==> src/rtl/score_disp_pkg.sv <==
// rtl/score_disp_pkg.sv - shared constants for the score 7-segment display path
package score_disp_pkg;

  // Conversion FSM encoding
  localparam logic [1:0] ST_IDLE  = 2'd0;
  localparam logic [1:0] ST_SHIFT = 2'd1;
  localparam logic [1:0] ST_DONE  = 2'd2;

  // Internal BCD accumulator depth (enough for a 16-bit score)
  localparam int BCD_DIGITS_INT = 5;

  // Active-low segment patterns {g,f,e,d,c,b,a}
  localparam logic [6:0] SEG_BLANK = 7'h7F;

  // Digit pattern table, entry 0 is the rightmost element
  localparam logic [9:0][6:0] SEG_TABLE = {
    7'h10, 7'h00, 7'h78, 7'h02, 7'h12,
    7'h19, 7'h30, 7'h24, 7'h79, 7'h40
  };

endpackage

==> src/rtl/score_seg_display_if.sv <==
// rtl/score_seg_display_if.sv - score in, BCD and segment drive out
interface score_disp_if #(
  parameter int SCORE_W = 16
);
  logic [SCORE_W-1:0] score;
  logic               game_over;
  logic [6:0]         hex0;
  logic [6:0]         hex1;
  logic [6:0]         hex2;
  logic [6:0]         hex3;
  logic [15:0]        bcd_out;
  logic               conv_busy;
  logic               overflow;

  // Game logic side: supplies the score, watches the display
  modport master (
    output score, game_over,
    input  hex0, hex1, hex2, hex3, bcd_out, conv_busy, overflow
  );

  // Display side: consumes the score, drives the digits
  modport slave (
    input  score, game_over,
    output hex0, hex1, hex2, hex3, bcd_out, conv_busy, overflow
  );
endinterface

==> src/rtl/seg7_decoder.sv <==
// rtl/seg7_decoder.sv - BCD nibble to active-low 7-segment pattern
module seg7_decoder
  import score_disp_pkg::*;
(
  input  logic [3:0] digit,
  output logic [6:0] seg
);

  // Anything outside 0..9 shows as a dark digit
  assign seg = (digit <= 4'd9) ? SEG_TABLE[digit] : SEG_BLANK;

endmodule

==> src/rtl/score_seg_display.sv <==
// rtl/score_seg_display.sv - iterative binary-to-BCD conversion driving four 7-segment digits
module score_seg_display
  import score_disp_pkg::*;
#(
  parameter int SCORE_W   = 16,
  parameter int BLINK_DIV = 25_000_000
) (
  input logic         clk,
  input logic         rst,
  score_disp_if.slave bus
);

  localparam int CNT_W = $clog2(SCORE_W + 1);
  localparam int BLK_W = $clog2(BLINK_DIV) + 1;
  localparam int ACC_W = BCD_DIGITS_INT * 4;
  localparam logic [CNT_W-1:0] LAST_ITER  = CNT_W'(SCORE_W - 1);
  localparam logic [BLK_W-1:0] LAST_BLINK = BLK_W'(BLINK_DIV - 1);

  logic [1:0]         state;
  logic [SCORE_W-1:0] last_score;
  logic [SCORE_W-1:0] bin_sr;
  logic [ACC_W-1:0]   bcd_acc;
  logic [ACC_W-1:0]   bcd_adj;
  logic [CNT_W-1:0]   iter;
  logic [15:0]        bcd_q;
  logic               ovf_q;
  logic [BLK_W-1:0]   blink_cnt;
  logic               phase_on;
  logic [3:0]         blank;
  logic [6:0]         seg_raw [4];

  // Add-3 correction on every BCD nibble that would overflow past 9 when doubled
  always_comb begin
    bcd_adj = '0;
    for (int i = 0; i < BCD_DIGITS_INT; i++) begin
      if (bcd_acc[i*4 +: 4] >= 4'd5)
        bcd_adj[i*4 +: 4] = bcd_acc[i*4 +: 4] + 4'd3;
      else
        bcd_adj[i*4 +: 4] = bcd_acc[i*4 +: 4];
    end
  end

  // Conversion FSM: sample a changed score, run SCORE_W double-dabble steps, commit once
  always_ff @(posedge clk or posedge rst) begin
    if (rst) begin
      state      <= ST_IDLE;
      last_score <= '0;
      bin_sr     <= '0;
      bcd_acc    <= '0;
      iter       <= '0;
      bcd_q      <= '0;
      ovf_q      <= 1'b0;
    end else begin
      case (state)
        ST_IDLE: begin
          if (bus.score != last_score) begin
            bin_sr     <= bus.score;
            last_score <= bus.score;
            bcd_acc    <= '0;
            iter       <= '0;
            state      <= ST_SHIFT;
          end
        end
        ST_SHIFT: begin
          bcd_acc <= (bcd_adj << 1) | ACC_W'(bin_sr[SCORE_W-1]);
          bin_sr  <= bin_sr << 1;
          if (iter == LAST_ITER)
            state <= ST_DONE;
          else
            iter <= iter + 1'b1;
        end
        ST_DONE: begin
          // Anything past 9999 saturates the four visible digits
          if (bcd_acc[ACC_W-1:16] != '0) begin
            bcd_q <= 16'h9999;
            ovf_q <= 1'b1;
          end else begin
            bcd_q <= bcd_acc[15:0];
            ovf_q <= 1'b0;
          end
          state <= ST_IDLE;
        end
        default: state <= ST_IDLE;
      endcase
    end
  end

  // Blink divider: free-runs only during game over, otherwise parks with the display on
  always_ff @(posedge clk or posedge rst) begin
    if (rst) begin
      blink_cnt <= '0;
      phase_on  <= 1'b1;
    end else if (!bus.game_over) begin
      blink_cnt <= '0;
      phase_on  <= 1'b1;
    end else if (blink_cnt == LAST_BLINK) begin
      blink_cnt <= '0;
      phase_on  <= ~phase_on;
    end else begin
      blink_cnt <= blink_cnt + 1'b1;
    end
  end

  // Leading-zero blanking: a digit goes dark when it and every higher digit is zero
  always_comb begin
    blank    = 4'b0000;
    blank[3] = (bcd_q[15:12] == 4'd0);
    blank[2] = blank[3] && (bcd_q[11:8] == 4'd0);
    blank[1] = blank[2] && (bcd_q[7:4] == 4'd0);
  end

  for (genvar g = 0; g < 4; g++) begin : g_dec
    seg7_decoder u_dec (
      .digit (bcd_q[g*4 +: 4]),
      .seg   (seg_raw[g])
    );
  end

  assign bus.hex0      = (!phase_on || blank[0]) ? SEG_BLANK : seg_raw[0];
  assign bus.hex1      = (!phase_on || blank[1]) ? SEG_BLANK : seg_raw[1];
  assign bus.hex2      = (!phase_on || blank[2]) ? SEG_BLANK : seg_raw[2];
  assign bus.hex3      = (!phase_on || blank[3]) ? SEG_BLANK : seg_raw[3];
  assign bus.bcd_out   = bcd_q;
  assign bus.overflow  = ovf_q;
  assign bus.conv_busy = (state == ST_SHIFT) || (state == ST_DONE);

endmodule
==> src/flat_wrapper.sv <==
// flat-port wrapper written by rule: the top's interface ports become plain ports
module score_seg_display_flat import score_disp_pkg::*;
#(
  parameter int SCORE_W   = 16,
  parameter int BLINK_DIV = 25_000_000
)
  (clk, rst, bus_score, bus_game_over, bus_hex0, bus_hex1, bus_hex2, bus_hex3, bus_bcd_out, bus_conv_busy, bus_overflow);
  score_disp_if #(.SCORE_W(SCORE_W)) bus_i ();
  input logic clk;
  input logic rst;
  input wire logic [$bits(bus_i.score)-1:0] bus_score;
  input wire logic [$bits(bus_i.game_over)-1:0] bus_game_over;
  output wire logic [$bits(bus_i.hex0)-1:0] bus_hex0;
  output wire logic [$bits(bus_i.hex1)-1:0] bus_hex1;
  output wire logic [$bits(bus_i.hex2)-1:0] bus_hex2;
  output wire logic [$bits(bus_i.hex3)-1:0] bus_hex3;
  output wire logic [$bits(bus_i.bcd_out)-1:0] bus_bcd_out;
  output wire logic [$bits(bus_i.conv_busy)-1:0] bus_conv_busy;
  output wire logic [$bits(bus_i.overflow)-1:0] bus_overflow;
  assign bus_i.score = bus_score;
  assign bus_i.game_over = bus_game_over;
  assign bus_hex0 = bus_i.hex0;
  assign bus_hex1 = bus_i.hex1;
  assign bus_hex2 = bus_i.hex2;
  assign bus_hex3 = bus_i.hex3;
  assign bus_bcd_out = bus_i.bcd_out;
  assign bus_conv_busy = bus_i.conv_busy;
  assign bus_overflow = bus_i.overflow;
  score_seg_display #(.SCORE_W(SCORE_W), .BLINK_DIV(BLINK_DIV)) u_core (.clk(clk), .rst(rst), .bus(bus_i));
endmodule
==> config.mk <==
export PLATFORM = sky130hd
export DESIGN_NAME = score_seg_display_flat
export DESIGN_NICKNAME = d
export VERILOG_FILES = /design/src/rtl/score_disp_pkg.sv /design/src/rtl/score_seg_display_if.sv /design/src/rtl/seg7_decoder.sv /design/src/rtl/score_seg_display.sv /design/src/flat_wrapper.sv
export SDC_FILE = /design/constraint.sdc
export NUM_CORES = 1
export LEC_CHECK = 0
export ABC_AREA = 1
export BUFFER_PORTS_ARGS = -buffer_cell sky130_fd_sc_hd__buf_2
export CELL_PAD_IN_SITES_DETAIL_PLACEMENT = 2
export CELL_PAD_IN_SITES_GLOBAL_PLACEMENT = 2
export CORE_MARGIN = 4
export CORE_UTILIZATION = 34
export DETAILED_ROUTE_END_ITERATION = 10
export GPL_TIMING_DRIVEN = 0
export PLACE_DENSITY_LB_ADDON = 0.25
export SLEW_MARGIN = 30
export SYNTH_ARGS = -nofsm -noshare
export SYNTH_HDL_FRONTEND = slang
export SYNTH_SLANG_ARGS = --single-unit
==> constraint.sdc <==
create_clock -name clk -period 4.1 [get_ports clk]
set_clock_uncertainty 0.2 [all_clocks]
set_input_delay 0.41 -clock clk [delete_from_list [all_inputs] [get_ports clk]]
set_output_delay 0.41 -clock clk [all_outputs]
set_load 0.005 [all_outputs]
==> results.cfg <==
[status]
status = complete, no violations

[synthesis]
synthTopCellsByArea = dfrtp_1, nand2_1, ha_1, o21ai_0, inv_1
synth_cells = 884
syn_area_sq_mm = 0.00640
synth-edff-count = 0
yosys-top-cells-count = nand2_1, inv_1, dfrtp_1
synth.distinct_cells = 38
synthArstFlopShare_pct = 100
ys_seq_area_share_pct = 40.3
synth_top_area_cell = dfrtp_1
yosysMostFrequentCell = nand2_1
yosys_warnings = 0
dominantRegCellSynth = dfrtp_1
yosysTopAreaCellShare_pct = 39.9
ys_seq_elements = 103
synth_nets = 940
postSynthAreaPerCell_sq_um = 7.24

[floorplanning]
initial_core_util_pct = 35.1
fp.dieArea_sq_mm = 0.0211
num_rows = 49
io_pins = 65
die_w_um = 145
die_y_um = 145
core_sq_mm = 0.0182

[pwr]
power_frac_comb_pct = 39.3
power.share.clock_pct = 23.6
vdd.ir_drop.worst_uv = 260
switching_share_pct = 41.7
power_per_cell_area_mw_per_mm2 = 519
intPower_w = 0.00222
leakagePower_nw = 3.55
power_frac_seq_pct = 37.1
power_switching_w = 0.00159

[cells_and_area]
area_growth_syn_to_layout_pct = 14.9
drive_gt1_share_pct = 11.9
fill_cells = 2186
n_antenna_cell = 0
nets = 1017

[clock_network]
cts_tree = done
clk_latency_ns = 0.36
cts.sinks = 103
cts.path.max_buffers = 2
cts.htree.levels = 3
cts_setup_buffers = 0
cts_buffers = 9
root_buffer = clkbuf_16
cts.clk_slew.worst_paths_ns = 0.07

[setup_path]
setup.worst_path.start_class = register
cp.arrival_ns = 2.28
crit_type = register to primary output
cp_slowest_cell = a211oi_1
crit_fanout = 7
critPathTopFamily = compound AO/OA/AOI/OAI gates
path_cells = inv_1, ha_1, nand3_1, nor2_1, a211oi_1, o211ai_1, buf_2
critPathRequiredTime_ns = 3.49
cp_slowest_stage_delay_ns = 0.64
end_kind = primary output
path_buf_inv = 2

[global_routing]
grt_pass1_wl_um = 33300
track_usage_pct = 18.9
grt_pass1_vias = 6625
grt_max_degree = 59
overflow = 0
antenna_found_initial = 0

[timing]
setup_viol = 0
finalCritPeriodShare_pct = 70.4
tns_ns = 0
max_freq_mhz = 347
slew_headroom_pct = 46.3
rsz0062_at_grt = false
hold_viol = 0
slew_violations = 0
finalCriticalPeriod_ns = 2.89
fin_ws_ns = 1.21
worst_pin_slew_ns = 0.801

[route]
post_drt_wl_per_cell_um = 16.2
dr.pass1.iters = 4
drc_errors = 0
via_count = 6107
wl_um = 19300
first_iter_violations = 180
ant_nets = 0
vias_per_cell = 5.11

[placement]
port_buffers = 64
dp_hpwl_um = 14700
preCtsSetupSlack_ns = 1.55
place_congestion = 0.793

[run]
max_cap_violations = 0

[min_path]
hold_path.class = input port to register
[power groups by stage]
| stage | Combinational (W) | Sequential [W] | Clock, W |
|---|---|---|---|
| after floorplan | 0.00102 | 0.00138 | 0 |
| after global placement | 0.00146 | 0.00143 | 0 |
| after detailed placement | 0.00153 | 0.00144 | 0 |
| after CTS | 0.00155 | 0.00142 | 0.000933 |
| after global routing | 0.00174 | 0.00146 | 0.000967 |
| final | 0.00150 | 0.00142 | 0.000900 |
[flip-flops by register name (all words and copies together), names as in the netlist]
| name | count |
|---|---|
| u_core.blink_cnt | 26 |
| u_core.bcd_acc | 20 |
| u_core.bin_sr | 16 |
| u_core.bus.bcd_out | 16 |
| u_core.last_score | 16 |
| u_core.iter | 5 |
| u_core.state | 2 |
| u_core.bus.overflow | 1 |
| u_core.phase_on | 1 |
[per-layer routing]
layer,share of wire (%),GRT usage (%),vias up
met5,0,0,-
met4,1.3,4.75,0
met3,2.4,2.96,18
met2,50,33.6,60
met1,47,24.2,3033
li1,-,-,2996
[tightest hold or removal path: stages]
cell     delay [ns]
buf_2          0.13
nand3_1        0.08
a21oi_1        0.04
[stage by stage]
step | hold slack [ns] | total power (W) | instances | utilization [%] | instance area (sq um)
3_3_place_gp | 0.253 | 0.00289 | 1177 | 38.5 | 7000
5_1_grt | 0.162 | 0.00417 | 1195 | 40.3 | 7350
6_report | 0.143 | 0.00381 | 1195 | 40.3 | 7350
3_5_place_dp | 0.236 | 0.00297 | 1178 | 38.7 | 7040
2_1_floorplan | 0.231 | 0.00241 | 884 | - | 6400
4_1_cts | 0.127 | 0.00390 | 1195 | 40.3 | 7350
[logic make-up (layout without fill, tap and decap cells)]
group | count (synthesis) | count (layout) | share of synthesized area (%)
adders and majority gates | 37 | 37 | 7.24
buffers and inverters | 134 | 216 | 8.53
AOI/OAI and AO/OA | 126 | 126 | 10.7
and+or+nand+nor | 472 | 472 | 31.5
DFF | 103 | 103 | 40.3
muxes | 1 | 1 | 0.176
xor gates and xnor gates | 11 | 11 | 1.51
[worst paths after layout]
| kind | from | endpoint | slack (ns) | cells after the start |
|---|---|---|---|---|
| setup / recovery | u_core.bus.bcd_out[8] | bus_hex2[4] | 1.21 | 7 |
| hold / removal | bus_game_over | u_core.blink_cnt[12] | 0.14 | 3 |
| setup reg to reg | u_core.bcd_acc[16] | u_core.bus.bcd_out[4] | 1.91 | 6 |
| hold reg to reg | u_core.blink_cnt[0] | u_core.blink_cnt[0] | 0.28 | 1 |
| max in group asynchronous | rst | u_core.bus.bcd_out[5] | 2.71 | 4 |
| min in group asynchronous | rst | u_core.last_score[4] | 0.38 | 3 |
[cell type report]
| type | count | area, sq um | share of cell area (%) |
|---|---|---|---|
| inverters | 109 | 417 | 5.67 |
| multi-input cells | 647 | 3270 | 44.5 |
| repair buffers | 66 | 358 | 4.87 |
| clock buffers | 11 | 243 | 3.30 |
| flip-flops and latches | 103 | 2580 | 35.1 |
| plain buffers | 25 | 136 | 1.86 |
| well taps | 229 | 287 | 3.90 |
| clock inverters | 5 | 56.3 | 0.766 |
[layout by cell type, fill, tap and decap left out, types with 3 or more instances in the layout]
master,n
ha_1,37
o211ai_1,5
dfrtp_1,102
buf_2,74
clkbuf_1,10
nand4_1,16
a21oi_1,21
nor3b_1,3
o21a_1,4
nor3_1,14
clkbuf_16,9
nor2_1,62
inv_1,107
a211oi_1,10
nor2_2,8
and3_1,3
o21ai_0,82
xor2_1,9
nand2_1,282
nand3_1,71
[repair_timing]
| item | CTS | global route |
|---|---|---|
| hold buffers | 1 | 0 |
| setup endpoints to repair | 0 | 0 |
| gates resized for setup | 0 | 0 |
| endpoints found under the hold margin | 44 | 0 |
No activity file was read; power rests on OpenSTA's default activity.
